`config.mk`:
```
export PLATFORM = sky130hd
export DESIGN_NAME = matmul_seq_ctrl
export DESIGN_NICKNAME = d
export VERILOG_FILES = /design/src/rtl/matmul_pkg.sv /design/src/rtl/mm_index_counter.sv /design/src/rtl/matmul_seq_ctrl.sv
export SDC_FILE = /design/constraint.sdc
export NUM_CORES = 1
export LEC_CHECK = 0
export CAP_MARGIN = 25
export CORE_MARGIN = 2
export CORE_UTILIZATION = 26
export DETAILED_ROUTE_END_ITERATION = 8
export GPL_TIMING_DRIVEN = 1
export SETUP_SLACK_MARGIN = 0.2
export SKIP_CTS_REPAIR_TIMING = 1
export SLEW_MARGIN = 20
export SYNTH_ARGS = -nofsm -noshare
export SYNTH_HDL_FRONTEND = slang
export SYNTH_SLANG_ARGS = --single-unit
```
`constraint.sdc`:
```
create_clock -name clk -period 2.05 [get_ports clk]
set_input_delay 0.41 -clock clk [delete_from_list [all_inputs] [get_ports clk]]
set_output_delay 0.41 -clock clk [all_outputs]
set_load 0.01 [all_outputs]
```
`src/rtl/matmul_pkg.sv`:
```
// Shared types and constants for the matrix-multiply sequencer.
// Holds the FSM state enum, address/counter widths and max dimension.
package matmul_pkg;
  localparam int MAX_N  = 4;
  localparam int ADDR_W = 4;
  localparam int CNT_W  = 5;
  localparam int IDX_W  = 2;

  typedef enum logic [2:0] {
    IDLE,
    CLR,
    MAC,
    DRAIN,
    WR,
    DONE
  } state_t;
endpackage

```
`src/rtl/mm_index_counter.sv`:
```
// Nested i/j/k index counter for the matmul sequencer.
// Ports: clr_ij/clr_k clear, inc_k/inc_ij step; i,j,k plus last flags out.
module mm_index_counter
  import matmul_pkg::*;
#(
  parameter int N = 2
) (
  input  logic             clk,
  input  logic             reset,
  input  logic             clr_ij,
  input  logic             clr_k,
  input  logic             inc_k,
  input  logic             inc_ij,
  output logic [IDX_W-1:0] i,
  output logic [IDX_W-1:0] j,
  output logic [IDX_W-1:0] k,
  output logic             k_last,
  output logic             ij_last
);
  localparam logic [IDX_W-1:0] LAST = IDX_W'(N - 1);

  logic j_last;

  assign k_last  = (k == LAST);
  assign j_last  = (j == LAST);
  assign ij_last = (i == LAST) && j_last;

  always_ff @(posedge clk or posedge reset) begin
    if (reset) begin
      i <= '0;
      j <= '0;
      k <= '0;
    end else begin
      if (clr_k)
        k <= '0;
      else if (inc_k)
        k <= k + IDX_W'(1);
      if (clr_ij) begin
        i <= '0;
        j <= '0;
      end else if (inc_ij) begin
        if (j_last) begin
          j <= '0;
          i <= i + IDX_W'(1);
        end else begin
          j <= j + IDX_W'(1);
        end
      end
    end
  end
endmodule

```
`src/rtl/matmul_seq_ctrl.sv`:
```
// Sequencing FSM for C = A x B: walks i/j/k, issues A/B reads, C writes.
// Ports: start/abort in; busy/done, rd/acc/wr strobes, addresses, entry_cnt out.
module matmul_seq_ctrl
  import matmul_pkg::*;
#(
  parameter int N      = 2,
  parameter int ADDR_W = 4,
  parameter int CNT_W  = 5
) (
  input  logic              clk,
  input  logic              reset,
  input  logic              start,
  input  logic              abort,
  output logic              busy,
  output logic              done,
  output logic              rd_en,
  output logic [ADDR_W-1:0] a_addr,
  output logic [ADDR_W-1:0] b_addr,
  output logic              acc_clr,
  output logic              acc_en,
  output logic              wr_en,
  output logic [ADDR_W-1:0] wr_addr,
  output logic [CNT_W-1:0]  entry_cnt
);
  localparam logic [ADDR_W-1:0] NA = ADDR_W'(N);

  state_t           state;
  logic [IDX_W-1:0] i, j, k;
  logic             k_last, ij_last;
  logic             clr_ij, clr_k, inc_k, inc_ij;

  assign busy    = (state != IDLE) && (state != DONE);
  assign done    = (state == DONE);
  assign rd_en   = (state == MAC);
  assign acc_clr = (state == CLR);
  assign wr_en   = (state == WR);

  assign clr_ij = (state == IDLE) && start && !abort;
  assign clr_k  = (state == CLR);
  assign inc_k  = (state == MAC) && !k_last;
  assign inc_ij = (state == WR) && !ij_last && !abort;

  assign a_addr  = ADDR_W'(i) * NA + ADDR_W'(k);
  assign b_addr  = ADDR_W'(k) * NA + ADDR_W'(j);
  assign wr_addr = ADDR_W'(i) * NA + ADDR_W'(j);

  mm_index_counter #(.N(N)) u_idx (
    .clk     (clk),
    .reset   (reset),
    .clr_ij  (clr_ij),
    .clr_k   (clr_k),
    .inc_k   (inc_k),
    .inc_ij  (inc_ij),
    .i       (i),
    .j       (j),
    .k       (k),
    .k_last  (k_last),
    .ij_last (ij_last)
  );

  always_ff @(posedge clk or posedge reset) begin
    if (reset) begin
      state     <= IDLE;
      acc_en    <= 1'b0;
      entry_cnt <= '0;
    end else begin
      // Data returns one cycle after the read; abort kills the tail.
      acc_en <= rd_en && !abort;
      if (abort && busy) begin
        state <= IDLE;
      end else begin
        unique case (state)
          IDLE:
            if (start && !abort) begin
              state     <= CLR;
              entry_cnt <= '0;
            end
          CLR:   state <= MAC;
          MAC:   if (k_last) state <= DRAIN;
          DRAIN: state <= WR;
          WR: begin
            entry_cnt <= entry_cnt + CNT_W'(1);
            state     <= ij_last ? DONE : CLR;
          end
          DONE:    state <= IDLE;
          default: state <= IDLE;
        endcase
      end
    end
  end
endmodule
```
# --- Word-level counts from Yosys, hierarchy flattened ---
# Index checks and enable logic that the tools add are counted.
# Widths: inputs -> output; s select.
word_totals:
  ff_bits: 15
  input_bits: 4
  out_inout_bits: 23
op_classes:
  bitwise_logic: 1
  n_reduce_logical: 22
  muxes: 15
  add_sub_neg: 7
  eq_ne: 12
op_table:
  columns: ["operator", "count"]
  rows:
  - ["$mux 2", 8]
  - ["$pmux 3 s5", 1]
  - ["$add 3x2->4", 3]
  - ["$mux 3", 4]
  - ["$logic_and 1x1->1", 10]
  - ["$pmux 5 s2", 1]
  - ["$reduce_bool 2->1", 4]
  - ["$add 2x1->2 const B", 3]
  - ["$eq 2x1->1 const B", 3]
  - ["$eq 3x2->1 const B", 2]
  - ["$eq 3x3->1 const B", 2]
  - ["$ne 3x1->1 const B", 2]
  - ["$add 5x1->5 const B", 1]
  - ["$mux 5", 1]
  - ["$reduce_and 2->1", 2]
  - ["$eq 3x1->1 const B", 1]
  - ["$logic_not 1->1", 3]
  - ["$logic_not 3->1", 1]
  - ["$ne 3x3->1 const B", 1]
  - ["$reduce_and 3->1", 1]
  - ["$reduce_bool 3->1", 1]
  - ["$ne 2x1->1 const B", 1]
  - ["$not 1->1", 1]

# --- Longest topological paths before layout ---
# Gate-level depths: netlist of the first run.
depth:
  ltp_word: 7
  ltp_mapped: 5

# --- Hierarchy ---
# Synthesis of the first run repeated with hierarchy kept, for this count alone.
hier_totals:
  hier_cells: 91
  hier_area_um2: 900.9
by_module_without_submodules:
  columns: ["module", "area_per_inst_um2", "seq_area_each_um2", "n_inst", "cells_per_inst"]
  rows:
  - ["matmul_seq_ctrl", 598.1, 225.2, 1, 64]
  - ["mm_index_counter", 302.8, 150.1, 1, 27]

# --- Least setup slack after synthesis of the first run ---
# OpenSTA, ideal clock, no wires.
synth_timing:
  path_kind: "reg-to-output"
  start: "register state[2]"
  end: "output wr_en"
  t_arrival_ps: 1079
  path_stages_with_launch: 4
  required_ps: 1640
  slack_ps: 561
  path_cell_list: "dfrtp_1 > buf_2 > buf_2 > nor3b_1"
synth_via:
  elab_chain_cells: 1
synth_rtl:
  columns: ["element", "line_no", "rtl"]
  rows:
  - ["start: declaration", "matmul_seq_ctrl.sv:27", "state_t state;"]
  - ["start signal: assignment", "matmul_seq_ctrl.sv:83", "state <= ij_last ? DONE : CLR;"]
  - ["$eq 3x3->1", "matmul_seq_ctrl.sv:36", "assign wr_en = (state == WR);"]
  - ["end: declaration", "matmul_seq_ctrl.sv:21", "output logic wr_en,"]
# Every way passes these cells.

# --- Worst setup path in the final report of the first run ---
layout_timing:
  start: "register u_idx.i[0]"
  end: "output wr_addr[2]"
layout_via:
  elab_chain_cells: 1
layout_rtl:
  columns: ["element", "line_no", "rtl"]
  rows:
  - ["start: declaration", "mm_index_counter.sv:14", "output logic [IDX_W-1:0] i,"]
  - ["start signal: assignment", "mm_index_counter.sv:44", "i <= i + IDX_W'(1);"]
  - ["$add 3x2->4", "matmul_seq_ctrl.sv:45", "assign wr_addr = ADDR_W'(i) * NA + ADDR_W'(j);"]
  - ["end: declaration", "matmul_seq_ctrl.sv:22", "output logic [ADDR_W-1:0] wr_addr,"]
# Every way passes these cells.

==> results of run 1 <==
[registers in the layout (all words and copies together), names as in the netlist]
name       cells
acc_en         1
u_idx.k        2
entry_cnt      5
state          3
u_idx.j        2
u_idx.i        2
[final cells by class]
cell class,instances,share of cell area [%]
timing repair buffer,40,28.1
inverter,4,1.09
sequential,15,27.9
clock inverter,1,0.364
tap,46,4.19
multi-input combinational,61,36.8
clock buffer,3,1.64
[where the power goes]
part | internal, mW | switching (mW)
Combinational | 0.205 | 0.153
Sequential | 0.326 | 0.0282
Clock | 0.0726 | 0.101
[kinds of logic (layout without fill, tap and decap cells)]
kind of cell / after synthesis / count (layout) / share of synthesized area (%)
and+or+nand+nor: 28 / 28 / 20.6
AOI/OAI and AO/OA: 19 / 19 / 14.9
DFF: 15 / 15 / 39.8
buffers and inverters: 12 / 48 / 7.56
adders and majority gates: 9 / 9 / 11.9
muxes: 3 / 3 / 3.45
xor gates and xnor gates: 2 / 2 / 1.86
[per-layer routing]
layer	part of all wire, %	global-route usage (%)	wire (microns)
met5	0	0	0
met2	46	16.0	996
met4	0.46	1.60	10
met3	4.9	3.87	106
met1	48	13.7	1050
[critical path: stages, from the launching register on]
cell	delay [ns]
sky130_fd_sc_hd__dfrtp_1	0.42
sky130_fd_sc_hd__buf_4	0.15
sky130_fd_sc_hd__ha_1	0.19
sky130_fd_sc_hd__ha_1	0.26
sky130_fd_sc_hd__clkbuf_2	0.13
[synthesized netlist by cell type (2+ instances only)]
master                     count  area, sq um
sky130_fd_sc_hd__nor2_1        3         11.3
sky130_fd_sc_hd__inv_1         4         15.0
sky130_fd_sc_hd__a22o_1        2         17.5
sky130_fd_sc_hd__nor2b_1       2         12.5
sky130_fd_sc_hd__nand2_1       3         11.3
sky130_fd_sc_hd__nor3_1        3         15.0
sky130_fd_sc_hd__dfrtp_1      15          375
sky130_fd_sc_hd__buf_4         4         30.0
sky130_fd_sc_hd__buf_2         2         10.0
sky130_fd_sc_hd__o21a_1        2         15.0
sky130_fd_sc_hd__nor4_1        2         12.5
sky130_fd_sc_hd__o21ai_1       4         20.0
sky130_fd_sc_hd__nand3b_1      2         15.0
sky130_fd_sc_hd__nand3_1       2         10.0
sky130_fd_sc_hd__xnor2_1       2         17.5
sky130_fd_sc_hd__ha_1          9          113
[stage by stage]
| step | worst slack [ns] | cells | utilization (%) |
|---|---|---|---|
| floorplan | 0.561 | 88 | - |
| global placement | 0.214 | 155 | 35.9 |
| detailed placement | 0.182 | 155 | 35.9 |
| CTS | -0.161 | 159 | 36.7 |
| global route | 0.145 | 170 | 40.2 |
| finish | 0.203 | 170 | 40.2 |
[path summary, 6_finish.rpt]
path	start	end	slack [ns]	cells after the start
setup / recovery	u_idx.i[0]$_DFFE_PP0P_	wr_addr[2]	0.20	4
hold / removal	reset	acc_en$_DFF_PP0_	0.46	2
setup reg to reg	u_idx.i[0]$_DFFE_PP0P_	u_idx.i[1]$_DFFE_PP0P_	0.41	6
hold reg to reg	entry_cnt[0]$_DFFE_PP0P_	entry_cnt[0]$_DFFE_PP0P_	0.55	1
max in group asynchronous	reset	state[1]$_DFFE_PP0P_	1.16	2
min in group clk	entry_cnt[0]$_DFFE_PP0P_	entry_cnt[0]$_DFFE_PP0P_	0.55	1
==> reports/summary.txt, run 1 <==
CRITICAL PATH
------------------------------------------------------------------------------------------------------
Worst Path Class, Setup                                                                        reg2out
Critical path startpoint category                                                            flip-flop
Highest fanout seen on the critical path                                                             3
Data required time of the worst path                                                           1.64 ns
Crit path arrival time                                                                         1.44 ns
Endpoint class of the critical path                                                        output port

LOGIC SYNTHESIS
------------------------------------------------------------------------------------------------------
Share of flip-flops with an asynchronous set or reset                                             100%
Top_reg_cell synth                                                                        sky130_fd_sc_hd__dfrtp_1
Average instance area after synthesis                                                       10.7 sq um
Synth Net Count                                                                                    101
Synthesized area                                                                             943 sq um
Synthesized flop and latch total                                                                    15
Sequential-to-total area share from yosys stat                                                   39.8%
Cells after synthesis                                                                               88
Number of enable-type register cells in the synthesized netlist                                      0
Distinct cells, synth                                                                               43
Yosys warnings                                                                                       0

STA
------------------------------------------------------------------------------------------------------
Total negative slack                                                                              0 ns
Number of max-slew violations in the final report                                                    0
Clock tree skew after final layout                                                           0.0133 ns
Count of endpoints failing hold in the final timing report                                           0
Maximum frequency from static timing analysis                                                0.541 GHz
Setup repair after global routing missed its margin                                                yes
Final-report setup violation count                                                                   0
Post-route worst hold slack                                                                   0.464 ns
Transition time at the pin with the least slew margin                                         0.582 ns
Tightest slew margin relative to the limit                                                       61.1%
Final worst path period need                                                                   1.85 ns
Period Utilization, post-route                                                                   90.1%

FINISH
------------------------------------------------------------------------------------------------------
Most frequent standard cell in the layout excluding fill and tap cells                    sky130_fd_sc_hd__buf_4
Fin nets                                                                                           138
Ratio of cells with drive above 1 in the final layout                                            26.6%
Sequential Area                                                                              383 sq um
Area of all placed cells without fillers                                                  0.00137 sq mm
Area Overhead vs Synth                                                                           45.6%
Multi-input gate area                                                                        505 sq um
Fillers                                                                                            347
Antenna diode instance count                                                                         0
Most frequent cells in the layout                                                         14 x sky130_fd_sc_hd__buf_4, 12 x sky130_fd_sc_hd__clkdlybuf4s50_1, 12 x sky130_fd_sc_hd__dlymetal6s2s_1

DRT
------------------------------------------------------------------------------------------------------
Violation count after the first detailed-route iteration                                             6
Detail-routed via count per cell                                                                  4.63
Aggregate routed wire length                                                                   2.16 mm
Vias after detailed routing                                                                        787
DRC violation count after routing                                                                    0
First-pass DRT Iterations                                                                            4
Final ANT Viol Nets                                                                                  0
Detail-routed net length per standard cell                                                12.7 microns

PLACED DESIGN
------------------------------------------------------------------------------------------------------
HPWL Detailed                                                                                  1.46 mm
I/O Buffers                                                                                         26
Placer congestion estimate                                                                       0.700
Cell area reported after detailed placement                                               0.00123 sq mm

POWER AND IR DROP
------------------------------------------------------------------------------------------------------
Cell area power density                                                                    645 mW/mm^2
Design Power                                                                                    886 uW
Largest vdd supply drop                                                                       0.342 mV
Leak Pwr                                                                                      0.796 nW

FLOORPLAN
------------------------------------------------------------------------------------------------------
Initial core utilization                                                                         27.6%
Area of the die                                                                           0.00413 sq mm
Core Region                                                                               0.00342 sq mm
Std-Cell Rows                                                                                       21
Die span in x                                                                             64.2 microns
Vertical die dimension                                                                    64.2 microns
Number of top-level design ports                                                                    27

CTS
------------------------------------------------------------------------------------------------------
Clock transition at the register clock pins on the worst setup and hold paths after CTS        0.10 ns
Clock Tree Root                                                                           sky130_fd_sc_hd__clkbuf_4
Clock tree from TritonCTS                                                                        built
Max H-tree Level                                                                                     1
Number of clock sinks                                                                               15
Buffer levels on the longest clock path                                                              2
Number of buffers created by CTS                                                                     3
Worst skew pair latency                                                                        0.29 ns

RUN
------------------------------------------------------------------------------------------------------
Max_cap viols                                                                                        0

GLOBAL ROUTING
------------------------------------------------------------------------------------------------------
Initial antenna violation count                                                                      0
Largest net degree at the start of global routing                                                   18
GRT Residual Overflow                                                                                0
Global-route total usage across every layer                                                      10.2%
First-pass GRT wire length                                                                     3.39 mm
Vias in the first global route                                                                     777

OUTCOME
------------------------------------------------------------------------------------------------------
Outcome                                                                                      completed

HOLD PATH
------------------------------------------------------------------------------------------------------
Type of the tightest min-delay check                                                          in2async

(Power assumes the default switching activity.)
==> inputs of run 2 (changes only) <==
- ABC_CLOCK_PERIOD_IN_PS: default -> 2050
==> results of run 2 <==
Same layout as run 1: the final DEF is identical, and so are final timing and power.
==> inputs of run 3 (changes only) <==
- CORE_MARGIN: 2 -> 5
- DONT_BUFFER_PORTS: default -> 1
==> run 3 against run 2 <==
Effect of this change: critical path depth shrank 2; die area grew 20%; count of clock-buffer cells in the layout is 1 higher; routed wire length fell by 8.9%; highest routed layer unchanged; critical endpoint is now b_addr[2].
==> reports/summary.txt, run 3 (synthesis gave the netlist of run 1 again) <==
OUTCOME
------------------------------------------------------------------------------------------------------
Outcome                                                                                      completed

STA
------------------------------------------------------------------------------------------------------
Tightest slew margin relative to the limit                                                       60.4%
Maximum frequency from static timing analysis                                                0.577 GHz
Setup repair after global routing missed its margin                                                 no
Clock tree skew after final layout                                                          0.00442 ns
Number of max-slew violations in the final report                                                    0
Total negative slack                                                                              0 ns
Post-route worst hold slack                                                                  0.0713 ns
Final worst path period need                                                                   1.73 ns
Final-report setup violation count                                                                   0
Count of endpoints failing hold in the final timing report                                           0
Period Utilization, post-route                                                                   84.5%
Transition time at the pin with the least slew margin                                         0.593 ns

FLOORPLAN
------------------------------------------------------------------------------------------------------
Initial core utilization                                                                         27.6%
Die span in x                                                                             70.2 microns
Std-Cell Rows                                                                                       21
Core Region                                                                               0.00342 sq mm
Area of the die                                                                           0.00493 sq mm
Number of top-level design ports                                                                    27
Vertical die dimension                                                                    70.2 microns

DRT
------------------------------------------------------------------------------------------------------
Vias after detailed routing                                                                        664
First-pass DRT Iterations                                                                            2
Detail-routed net length per standard cell                                                15.0 microns
Detail-routed via count per cell                                                                  5.07
Aggregate routed wire length                                                                   1.97 mm
DRC violation count after routing                                                                    0
Final ANT Viol Nets                                                                                  0
Violation count after the first detailed-route iteration                                             7

GLOBAL ROUTING
------------------------------------------------------------------------------------------------------
Initial antenna violation count                                                                      0
Largest net degree at the start of global routing                                                   16
Vias in the first global route                                                                     676
First-pass GRT wire length                                                                     3.32 mm
Global-route total usage across every layer                                                      8.15%
GRT Residual Overflow                                                                                0

POWER AND IR DROP
------------------------------------------------------------------------------------------------------
Largest vdd supply drop                                                                       0.400 mV
Portion of total power attributed to combinational logic                                         23.6%
Cell-internal power                                                                             474 uW
Leak Pwr                                                                                      0.435 nW
Switching share of power                                                                         34.7%
Clock share of power                                                                             23.5%
Cell area power density                                                                    740 mW/mm^2
Net switching power                                                                             252 uW
Sequential fraction of design power                                                              52.9%

FINISH
------------------------------------------------------------------------------------------------------
Area Overhead vs Synth                                                                           3.98%
Fillers                                                                                            381
Most frequent standard cell in the layout excluding fill and tap cells                    sky130_fd_sc_hd__dfrtp_1
Multi-input gate area                                                                        497 sq um
Sequential Area                                                                              378 sq um
Area of all placed cells without fillers                                                     981 sq um
Ratio of cells with drive above 1 in the final layout                                            14.1%
Fin nets                                                                                            99
Antenna diode instance count                                                                         0
Most frequent cells in the layout                                                         13 x sky130_fd_sc_hd__dfrtp_1, 9 x sky130_fd_sc_hd__ha_1, 4 x sky130_fd_sc_hd__inv_1, 4 x sky130_fd_sc_hd__o21ai_1
Flip-flop count of the largest register, all copies and words added                                  5
Biggest register                                                                             entry_cnt
Largest registers                                                                         entry_cnt x5, state x3

CRITICAL PATH
------------------------------------------------------------------------------------------------------
Highest fanout seen on the critical path                                                             5
Data required time of the worst path                                                           1.64 ns
Endpoint class of the critical path                                                        output port
Worst Path Class, Setup                                                                        reg2out
Critical path startpoint category                                                            flip-flop
Crit path arrival time                                                                         1.32 ns

CTS
------------------------------------------------------------------------------------------------------
Max H-tree Level                                                                                     1
Number of clock sinks                                                                               15
Clock transition at the register clock pins on the worst setup and hold paths after CTS        0.09 ns
Clock Tree Root                                                                           sky130_fd_sc_hd__clkbuf_4
Worst skew pair latency                                                                        0.28 ns
Clock tree from TritonCTS                                                                        built
Buffer levels on the longest clock path                                                              2
Number of buffers created by CTS                                                                     3

PLACED DESIGN
------------------------------------------------------------------------------------------------------
I/O Buffers                                                                                          0
Cell area reported after detailed placement                                                  952 sq um
HPWL Detailed                                                                                  1.45 mm
Placer congestion estimate                                                                       0.799

HOLD PATH
------------------------------------------------------------------------------------------------------
Type of the tightest min-delay check                                                          in2async

RUN
------------------------------------------------------------------------------------------------------
Max_cap viols                                                                                        0

[run 3: worst max-delay path, cell delays in order (launching register included)]
cell and delay [ns]:
sky130_fd_sc_hd__dfrtp_1 0.47, sky130_fd_sc_hd__ha_1 0.24, sky130_fd_sc_hd__ha_1 0.33
[run 3: layout make-up]
cell class | count | share of cell area, %
Timing Repair Buffer | 1 | 0.765
Multi-Input combinational cell | 61 | 50.6
Sequential cell | 15 | 38.5
Inverter | 4 | 1.53
Clock buffer | 4 | 2.68
Tap cell | 46 | 5.87
[run 3: metal layers]
layer,part of all wire [%],GRT usage [%]
met5,0,0
met4,0.66,1.91
met3,10,4.30
met2,45,12.9
met1,44,9.70
[run 3: final timing paths]
path / start / cells after the start / end / slack (ns)
worst max-delay path: u_idx.k[0]$_DFFE_PP0P_ / 2 / b_addr[2] / 0.32
worst min-delay path: reset / 1 / entry_cnt[3]$_DFFE_PP0P_ / 0.07
worst max register to register: u_idx.k[0]$_DFFE_PP0P_ / 4 / u_idx.k[0]$_DFFE_PP0P_ / 0.52
worst min register to register: u_idx.i[0]$_DFFE_PP0P_ / 1 / u_idx.i[0]$_DFFE_PP0P_ / 0.54
max in group asynchronous: reset / 1 / state[1]$_DFFE_PP0P_ / 1.56
min in group clk: abort / 1 / state[0]$_DFFE_PP0P_ / 0.18
[run 3: stage by stage]
step | utilization, % | total power [mW] | instances | setup slack (ns)
3_5_place_dp | 27.9 | 0.561 | 127 | 0.510
3_3_place_gp | 27.9 | 0.552 | 127 | 0.568
2_1_floorplan | - | 0.541 | 88 | 0.561
4_1_cts | 28.6 | 0.735 | 131 | 0.227
6_report | 28.7 | 0.726 | 131 | 0.317
5_1_grt | 28.7 | 0.775 | 131 | 0.267
[run 3: power groups by stage]
stage                     sequential (mW)  combinational (mW)  clock [mW]
after floorplan                     0.359               0.183           0
after global placement              0.386               0.166           0
after detailed placement            0.389               0.172           0
after CTS                           0.383               0.174       0.178
after global routing                0.391               0.195       0.189
final                               0.384               0.171       0.170
